==> src/rtl/instr_fetch_unit_if.sv <==
// Fetch-unit bus bundle: instruction-memory read port plus the decode-side
// valid/ready queue head, with redirect/halt control.
interface instr_fetch_unit_if #(
  parameter int DEPTH = 4
);
  localparam int CW = $clog2(DEPTH) + 1;

  logic [31:0]   pc_addr_o;
  logic [31:0]   instr_i;
  logic          halt_i;
  logic          redirect_i;
  logic [31:0]   redirect_pc_i;
  logic [31:0]   instr_o;
  logic [31:0]   instr_pc_o;
  logic          valid_o;
  logic          ready_i;
  logic [CW-1:0] count_o;
  logic          fault_o;

  modport master (
    output pc_addr_o,
    input  instr_i,
    input  halt_i,
    input  redirect_i,
    input  redirect_pc_i,
    output instr_o,
    output instr_pc_o,
    output valid_o,
    input  ready_i,
    output count_o,
    output fault_o
  );

  modport slave (
    input  pc_addr_o,
    output instr_i,
    output halt_i,
    output redirect_i,
    output redirect_pc_i,
    input  instr_o,
    input  instr_pc_o,
    input  valid_o,
    output ready_i,
    input  count_o,
    input  fault_o
  );
endinterface

==> src/rtl/instr_fetch_unit.sv <==
// Instruction fetch unit: fetch PC, circular prefetch queue of {pc, instr}, redirect/halt.
// Optional IF_FETCH_CHECK_EN adds a sticky fault on misaligned redirects or out-of-range fetches.
module instr_fetch_unit #(
  parameter int          DEPTH     = 4,
  parameter logic [31:0] RESET_PC  = 32'h0000_0000,
  parameter int          MEM_WORDS = 100
) (
  input  logic                  clk_i,
  input  logic                  rst_i,
  instr_fetch_unit_if.master    bus
);
  localparam int PW = $clog2(DEPTH);
  localparam int CW = PW + 1;

`ifdef IF_FETCH_CHECK_EN
  typedef enum logic [1:0] {ST_FETCH = 2'd0, ST_HOLD = 2'd1, ST_FAULT = 2'd2} state_t;
`else
  typedef enum logic [1:0] {ST_FETCH = 2'd0, ST_HOLD = 2'd1} state_t;
`endif

  state_t        state_reg, state_next;
  logic [31:0]   fetch_pc_reg, fetch_pc_next;
  logic [PW-1:0] wr_ptr_reg, wr_ptr_next;
  logic [PW-1:0] rd_ptr_reg, rd_ptr_next;
  logic [CW-1:0] count_reg, count_next;
  logic [63:0]   entry_reg [DEPTH];
  logic [63:0]   head;
  logic          valid;
  logic          deq;
  logic          enq_ok;
  logic          enq;

  assign valid  = (count_reg != '0);
  assign deq    = valid & bus.ready_i;
  assign enq_ok = (state_reg == ST_FETCH) & ~bus.halt_i & ~bus.redirect_i &
                  ((count_reg < CW'(DEPTH)) | deq);

`ifdef IF_FETCH_CHECK_EN
  logic fault_reg, fault_next;
  logic range_bad;
  logic redirect_bad;

  assign range_bad    = ({2'b00, fetch_pc_reg[31:2]} >= 32'(MEM_WORDS));
  assign redirect_bad = |bus.redirect_pc_i[1:0];
  assign enq          = enq_ok & ~range_bad;
  assign bus.fault_o  = fault_reg;
`else
  assign enq          = enq_ok;
  assign bus.fault_o  = 1'b0;
`endif

  always_comb begin
    state_next    = state_reg;
    fetch_pc_next = fetch_pc_reg;
    wr_ptr_next   = wr_ptr_reg;
    rd_ptr_next   = rd_ptr_reg;
    count_next    = count_reg;
`ifdef IF_FETCH_CHECK_EN
    fault_next    = fault_reg;
`endif
    if (bus.redirect_i) begin
      // Flush wins over everything, including a head handshake in the same cycle.
      state_next    = ST_FETCH;
      fetch_pc_next = bus.redirect_pc_i & ~32'd3;
      wr_ptr_next   = '0;
      rd_ptr_next   = '0;
      count_next    = '0;
`ifdef IF_FETCH_CHECK_EN
      if (redirect_bad) begin
        state_next = ST_FAULT;
        fault_next = 1'b1;
      end else begin
        fault_next = 1'b0;
      end
`endif
    end else begin
      if (enq) begin
        wr_ptr_next   = wr_ptr_reg + PW'(1);
        fetch_pc_next = fetch_pc_reg + 32'd4;
      end
      if (deq) begin
        rd_ptr_next = rd_ptr_reg + PW'(1);
      end
      count_next = count_reg + CW'(enq) - CW'(deq);
      case (state_reg)
        ST_FETCH: begin
          if (bus.halt_i) begin
            state_next = ST_HOLD;
          end
`ifdef IF_FETCH_CHECK_EN
          else if (enq_ok & range_bad) begin
            state_next = ST_FAULT;
            fault_next = 1'b1;
          end
`endif
        end
        ST_HOLD: begin
          if (!bus.halt_i) begin
            state_next = ST_FETCH;
          end
        end
        default: state_next = state_reg;
      endcase
    end
  end

  always_ff @(posedge clk_i) begin
    if (rst_i) begin
      state_reg    <= ST_FETCH;
      fetch_pc_reg <= RESET_PC;
      wr_ptr_reg   <= '0;
      rd_ptr_reg   <= '0;
      count_reg    <= '0;
`ifdef IF_FETCH_CHECK_EN
      fault_reg    <= 1'b0;
`endif
    end else begin
      state_reg    <= state_next;
      fetch_pc_reg <= fetch_pc_next;
      wr_ptr_reg   <= wr_ptr_next;
      rd_ptr_reg   <= rd_ptr_next;
      count_reg    <= count_next;
`ifdef IF_FETCH_CHECK_EN
      fault_reg    <= fault_next;
`endif
    end
  end

  // Queue storage needs no reset: empty entries are masked on the outputs.
  generate
    for (genvar gi = 0; gi < DEPTH; gi++) begin : g_entry
      always_ff @(posedge clk_i) begin
        if (enq && (wr_ptr_reg == PW'(gi))) begin
          entry_reg[gi] <= {fetch_pc_reg, bus.instr_i};
        end
      end
    end
  endgenerate

  assign head           = entry_reg[rd_ptr_reg];
  assign bus.pc_addr_o  = fetch_pc_reg;
  assign bus.valid_o    = valid;
  assign bus.count_o    = count_reg;
  assign bus.instr_o    = valid ? head[31:0]  : 32'd0;
  assign bus.instr_pc_o = valid ? head[63:32] : 32'd0;
endmodule

==> src/flat_wrapper.sv <==
// flat-port wrapper written by rule: the top's interface ports become plain ports
module instr_fetch_unit_flat 
#(
  parameter int          DEPTH     = 4,
  parameter logic [31:0] RESET_PC  = 32'h0000_0000,
  parameter int          MEM_WORDS = 100
)
  (clk_i, rst_i, bus_pc_addr_o, bus_instr_i, bus_halt_i, bus_redirect_i, bus_redirect_pc_i, bus_instr_o, bus_instr_pc_o, bus_valid_o, bus_ready_i, bus_count_o, bus_fault_o);
  instr_fetch_unit_if #(.DEPTH(DEPTH)) bus_i ();
  input  logic clk_i;
  input  logic rst_i;
  output wire logic [$bits(bus_i.pc_addr_o)-1:0] bus_pc_addr_o;
  input wire logic [$bits(bus_i.instr_i)-1:0] bus_instr_i;
  input wire logic [$bits(bus_i.halt_i)-1:0] bus_halt_i;
  input wire logic [$bits(bus_i.redirect_i)-1:0] bus_redirect_i;
  input wire logic [$bits(bus_i.redirect_pc_i)-1:0] bus_redirect_pc_i;
  output wire logic [$bits(bus_i.instr_o)-1:0] bus_instr_o;
  output wire logic [$bits(bus_i.instr_pc_o)-1:0] bus_instr_pc_o;
  output wire logic [$bits(bus_i.valid_o)-1:0] bus_valid_o;
  input wire logic [$bits(bus_i.ready_i)-1:0] bus_ready_i;
  output wire logic [$bits(bus_i.count_o)-1:0] bus_count_o;
  output wire logic [$bits(bus_i.fault_o)-1:0] bus_fault_o;
  assign bus_pc_addr_o = bus_i.pc_addr_o;
  assign bus_i.instr_i = bus_instr_i;
  assign bus_i.halt_i = bus_halt_i;
  assign bus_i.redirect_i = bus_redirect_i;
  assign bus_i.redirect_pc_i = bus_redirect_pc_i;
  assign bus_instr_o = bus_i.instr_o;
  assign bus_instr_pc_o = bus_i.instr_pc_o;
  assign bus_valid_o = bus_i.valid_o;
  assign bus_i.ready_i = bus_ready_i;
  assign bus_count_o = bus_i.count_o;
  assign bus_fault_o = bus_i.fault_o;
  instr_fetch_unit #(.DEPTH(DEPTH), .RESET_PC(RESET_PC), .MEM_WORDS(MEM_WORDS)) u_core (.clk_i(clk_i), .rst_i(rst_i), .bus(bus_i));
endmodule
==> config.mk <==
export PLATFORM = sky130hd
export DESIGN_NAME = instr_fetch_unit_flat
export DESIGN_NICKNAME = d
export VERILOG_FILES = /design/src/rtl/instr_fetch_unit_if.sv /design/src/rtl/instr_fetch_unit.sv /design/src/flat_wrapper.sv
export SDC_FILE = /design/constraint.sdc
export NUM_CORES = 1
export LEC_CHECK = 0
export BUFFER_PORTS_ARGS = -buffer_cell sky130_fd_sc_hd__buf_4
export CAP_MARGIN = 25
export CORE_MARGIN = 4
export CORE_UTILIZATION = 57
export DETAILED_ROUTE_END_ITERATION = 7
export HOLD_SLACK_MARGIN = 0.02
export PLACE_DENSITY = 0.91
export SLEW_MARGIN = 20
export SYNTH_ARGS = -nofsm -noshare
export SYNTH_HDL_FRONTEND = slang
export SYNTH_SLANG_ARGS = --single-unit
==> constraint.sdc <==
create_clock -name clk_i -period 7.83 [get_ports clk_i]
set_input_delay 0.3915 -clock clk_i [delete_from_list [all_inputs] [get_ports clk_i]]
set_output_delay 0.3915 -clock clk_i [all_outputs]
set_load 0.05 [all_outputs]
==> metrics.csv, run 1 <==
stage,metric,value,unit
floorplan,die_w,151.2,um
route,via_per_inst,6.019,
route,dr.pass1.iters,5,
timing,slew_headroom,0.3276,
finish,syn2layout_area_growth,20.10,%
placed_design,io_buffers,162,
synthesis,synth_enable_flop_cells,248,
timing,hold_viol_final,0,
floorplan,rows,52,
clock_network,numClockSinks,288,
timing,drv_slew,0,
placed_design,dp_hpwl,14630,um
timing,worst_slack,4658,ps
global_route,grt_start_max_net_pins,66,
floorplan,pin_count,170,
finish,num_antenna_cells,0,
timing,worst_pin_slew,1009,ps
finish,design_area,14040,um2
critical_path,crit_type,reg2out,
power_and_ir_drop,fin_total_pwr,3.507,mW
synthesis,netlist_area,11690,um2
timing,setup_violations,0,
clock_network,clkTransAtPathRegs,60,ps
finish,fillCellCount,1327,
finish,multi_input_area,3222,um2
clock_network,cts.repair.resized,0,
clock_network,cts_tree,yes,
floorplan,dieArea,22870,um2
synthesis,synthArstFlopShare,0,
critical_path,crit_path_max_fanout,31,
synthesis,ys.flop_type,edfxtp_1,
critical_path,cp-end-kind,output pin,
synthesis,synth_seq_cells,288,
floorplan,core_area,20230,um2
timing,hold_ws,47.23,ps
critical_path,cp_slowest_stage_delay,540,ps
critical_path,path_common_cell,buf_4,
critical_path,crit_buf_inv,3,
placed_design,place_ws,4980,ps
finish,regArea,8255,um2
route,drt_wl_total,25430,um
critical_path,cp_top_family,buffers and inverters,
global_route,grt_overflow_total,0,
critical_path,cp-start-kind,register,
global_route,grt_pass1_wl,39180,um
clock_network,root_buffer,clkbuf_16,
synthesis,yosys.area.top_type,edfxtp_1,
critical_path,reg2reg_slack,5050,ps
route,drtAntennaViolNets,0,
timing,rsz0062_at_grt,false,
power_and_ir_drop,vdd_drop_max,0.1578,mV
placed_design,dp.cells,1082,
route,wl_per_cell,22.40,um
min_path,hp-class,in2reg,
route,drtIter0Drc,677,
floorplan,initial_core_util,0.5779,
critical_path,cp.required,7440,ps
global_route,antenna_found_initial,0,
global_route,grtUsageTotal,0.2225,
synthesis,avgSynthCellArea,17.07,um2
critical_path,cp_cell_sequence,"buf_4, buf_16, mux4_2, and2_1, buf_4",
synthesis,ys_warn_count,0,
run,maxCapViolCount,0,
finish,drive_gt1_frac,0.3179,
synthesis,synth_top_area_frac,0.6369,
synthesis,ys_seq_area_frac,0.7054,
critical_path,crit_slowest_cell,dfxtp_4,
placed_design,routabilityCongestion,0.7963,
timing,min_period_over_period,0.4051,
placed_design,place_area,13110,um2
clock_network,cts_buffers,29,
synthesis,yosysUniqueCellTypes,49,
route,drc,0,
power_and_ir_drop,leakage,4.812,nW
clock_network,cts_max_path_buffers,3,
synthesis,synthTopCellsByArea,"edfxtp_1 64%, mux4_2 12%, dfxtp_1 6.8%, and2_1 3.7%, nor2_1 1.0%",
clock_network,insertion_delay,540,ps
power_and_ir_drop,powerDensity,249.7,nW/um2
timing,clock-skew-final,19.46,ps
timing,setup-tns-final,0,ps
status,outcome,completed,
clock_network,cts-hold-fix-buffers,0,
timing,fmax,315.2,MHz
global_route,grt_pass1_vias,6873,
finish,final_net_count,922,
floorplan,chipHeight,151.2,um
timing,layout_min_cycle_time,3172,ps
synthesis,synth_cells,685,
finish,largest_register_ffs,248,
clock_network,post_cts_buffers,0,
clock_network,h-tree-depth,1,
finish,postLayoutCoreUtil,0.6940,
critical_path,arrival,2780,ps
route,routed-via-count,6831,
finish,fin_cells,1135,
-- cells in the final DEF (no fill, tap or decap), types with 2 or more instances in the layout --
cell | synthesis | layout
a211oi_1 | 6 | 6
a21oi_1 | 3 | 3
a221oi_1 | 2 | 2
a22oi_1 | 4 | 4
a311oi_1 | 13 | 13
a31oi_1 | 4 | 4
and2_1 | 70 | 66
and2_4 | 0 | 4
and4_1 | 7 | 7
buf_4 | 5 | 165
bufinv_16 | 0 | 3
clkbuf_1 | 22 | 7
clkbuf_16 | 0 | 29
clkinv_1 | 0 | 7
clkinv_2 | 0 | 3
conb_1 | 1 | 5
dfxtp_1 | 40 | 38
dfxtp_4 | 0 | 2
edfxtp_1 | 248 | 248
ha_1 | 8 | 8
inv_1 | 15 | 15
mux4_2 | 62 | 62
nand2_1 | 16 | 16
nand3_1 | 18 | 18
nand4_1 | 12 | 12
nor2_1 | 32 | 32
nor3_1 | 9 | 9
nor3b_1 | 5 | 5
nor4_1 | 4 | 4
o21ai_0 | 4 | 4
o31ai_1 | 14 | 14
or3_1 | 8 | 7
or4_1 | 10 | 10
xnor2_1 | 8 | 8
xor2_1 | 4 | 4
-- area by class of cell --
cell class                 count  share of cell area
clock buffer                  36             0.05355
sequential                   288              0.5879
timing repair buffer         166             0.09017
inverter                      15            0.004010
clock inverter                16             0.01087
multi-input combinational    344              0.2294
tap                          270             0.02406
-- synth_stat cells (all sizes together), types with 12 or more instances --
library cell / count
mux4: 62
clkbuf: 23
o31ai: 14
nand3: 18
inv: 15
and2: 71
buf: 19
a311oi: 13
nand4: 12
edfxtp: 248
nand2: 16
nor2: 32
dfxtp: 40
-- power by group --
group          internal [mW]  total, mW  switching, mW
clock network          0.775       1.33          0.552
logic                  0.145      0.427          0.282
registers               1.71       1.75         0.0415
-- final timing paths --
kind / start / to / depth (start not counted)
setup / recovery: register / bus_instr_o[31] / 5
hold reg to reg: u_core.state_reg[0] / u_core.state_reg[0] / 2
hold / removal: bus_instr_i[2] / u_core.entry_reg[3][2] / 1
setup reg to reg: u_core.bus.count_o[2] / u_core.bus.count_o[2] / 11
-- logic make-up after synthesis --
kind of cell / count (synthesis) / share of synthesized area
buf+inv: 57 / 0.02129
mux: 62 / 0.1194
other cells: 1 / 0.0003207
simple gates: 199 / 0.09738
xor+xnor: 12 / 0.008989
fa+ha+maj: 9 / 0.01027
flops: 288 / 0.7054
compound gates: 57 / 0.03692
-- routing by layer --
metal / part of all wire / vias to the layer above / GRT usage / routed length [um]
met4: 0.017 / 0 / 0.04760 / 441
met1: 0.39 / 3421 / 0.3051 / 10040
met2: 0.50 / 337 / 0.3736 / 12700
met5: 0 / - / 0 / 0
li1: - / 3036 / - / -
met3: 0.088 / 37 / 0.04548 / 2245
(Power assumes the default switching activity.)
==> inputs of run 2 (changes only) <==
==> constraint.sdc (replaced) <==
create_clock -name clk_i -period 3.1 [get_ports clk_i]
set_input_delay 0.155 -clock clk_i [delete_from_list [all_inputs] [get_ports clk_i]]
set_output_delay 0.155 -clock clk_i [all_outputs]
set_load 0.05 [all_outputs]
==> metrics.csv, run 2 (synthesized netlist as in run 1, its figures left out) <==
stage,metric,value,unit
status,outcome,completed,
finish,final_net_count,995,
finish,final_common_cell,edfxtp_1,
finish,num_antenna_cells,0,
clock_network,clkTransAtPathRegs,70,ps
floorplan,initial_core_util,0.5779,
timing,worst_pin_slew,767.5,ps
placed_design,io_buffers,162,
min_path,hp-class,in2reg,
finish,syn2layout_area_growth,26.97,%
timing,worst_slack,416.0,ps
timing,drv_slew,0,
clock_network,numClockSinks,288,
floorplan,rows,52,
floorplan,core_area,20230,um2
timing,clock-skew-final,11.46,ps
finish,fin_cells,1208,
route,drt_wl_total,26570,um
critical_path,crit_path_max_fanout,26,
critical_path,r2r_cells,10,
timing,fmax,372.6,MHz
global_route,antenna_found_initial,0,
placed_design,place_ws,699.1,ps
finish,largest_register_ffs,248,
clock_network,root_buffer,clkbuf_16,
global_route,grt_start_max_net_pins,65,
route,drtIter0Drc,514,
critical_path,cp_slowest_stage_delay,700,ps
critical_path,cp_cell_sequence,"buf_4, mux4_2, and2_1, buf_4",
timing,slew_headroom,0.4844,
route,wl_per_cell,21.99,um
critical_path,regToRegEndpoint,u_core.bus.count_o[2],
floorplan,dieArea,22870,um2
critical_path,cp.required,2940,ps
critical_path,crit_buf_inv,2,
route,routed-via-count,7103,
finish,drive_gt1_frac,0.3145,
placed_design,routabilityCongestion,0.8364,
timing,setup_violations,0,
route,dr.pass1.iters,5,
clock_network,cts_max_path_buffers,3,
placed_design,dp.cells,1095,
power_and_ir_drop,fin_total_pwr,9.013,mW
route,drtAntennaViolNets,0,
placed_design,place_area,13270,um2
critical_path,endpoint,bus_instr_pc_o[9],
critical_path,reg2reg_slack,650,ps
route,drc,0,
critical_path,cp-start-kind,register,
critical_path,path_depth,4,
timing,min_period_over_period,0.8658,
power_and_ir_drop,vdd_drop_max,0.3664,mV
finish,layout_common_cells,"248 x edfxtp_1, 173 x buf_4, 66 x and2_1",
critical_path,cp-end-kind,output pin,
clock_network,cts_tree,yes,
global_route,grt_overflow_total,0,
critical_path,crit_slowest_cell,dfxtp_4,
clock_network,h-tree-depth,1,
placed_design,dp_hpwl,15950,um
power_and_ir_drop,leakage,5.187,nW
critical_path,cp_top_family,flip-flops,
global_route,grt_pass1_wl,40700,um
timing,hold_ws,72.67,ps
timing,rsz0062_at_grt,false,
timing,hold_viol_final,0,
critical_path,crit_type,reg2out,
clock_network,insertion_delay,530,ps
clock_network,cts_buffers,28,
run,maxCapViolCount,0,
floorplan,pin_count,170,
finish,postLayoutCoreUtil,0.7337,
timing,setup-tns-final,0,ps
finish,design_area,14850,um2
floorplan,chipHeight,151.2,um
global_route,grtUsageTotal,0.2339,
critical_path,arrival,2530,ps
route,via_per_inst,5.880,
global_route,grt_pass1_vias,7227,
power_and_ir_drop,powerDensity,607.1,nW/um2
floorplan,die_w,151.2,um
timing,layout_min_cycle_time,2684,ps
critical_path,path_common_cell,buf_4,
critical_path,r2r-start,u_core.bus.count_o[2],
run 2: changes by cell type in the layout (fill, tap and decap cells not counted), sizes merged:
cell,delta
clkinv,+2
dlygate4sd3,+62
buf,+12
inv,-1
clkinvlp,-2
run 2: report_power, final:
| group | switching, mW | leakage [nW] | internal, mW |
|---|---|---|---|
| Clock | 1.36 | 0.480 | 2.07 |
| Sequential | 0.108 | 2.60 | 4.32 |
| Combinational | 0.733 | 2.11 | 0.423 |
run 2: timing repair:
item / in CTS / in global routing
hold buffers: 62 / 0
hold endpoints to repair: 158 / 0
setup buffers: 0 / 0
resized for setup: 0 / 0
run 2: worst min-delay path by stage:
stage / from / endpoint / slack [ps] / cells past startpoint
finish: bus_redirect_i / u_core.bus.pc_addr_o[12] / 70 / 3
global route: bus_redirect_i / u_core.bus.pc_addr_o[12] / 60 / 3
CTS: bus_redirect_i / u_core.bus.pc_addr_o[12] / 30 / 3
detailed placement: bus_instr_i[6] / u_core.entry_reg[0][6] / 360 / 1
global placement: bus_instr_i[2] / u_core.entry_reg[1][2] / 360 / 1
floorplan: bus_instr_i[0] / u_core.entry_reg[0][0] / 250 / 0
run 2: worst min-delay path: stages:
cell     delay [ps]
buf_4           210
nand2_1         100
a31oi_1          70
run 2: cell type report:
cell class | count | area [um2]
clock buffer | 36 | 803.3
clock inverter | 15 | 151.4
fill | 1180 | 5389
inverter | 15 | 56.30
multi-input combinational | 344 | 3222
sequential | 288 | 8255
tap | 270 | 337.8
timing repair buffer | 240 | 2019
run 2: per-layer routing:
layer,global-route usage,share of wire,up-vias
li1,-,-,3176
met1,0.3100,0.38,3554
met2,0.4008,0.51,326
met3,0.04488,0.081,47
met4,0.06301,0.022,0
met5,0,0,-
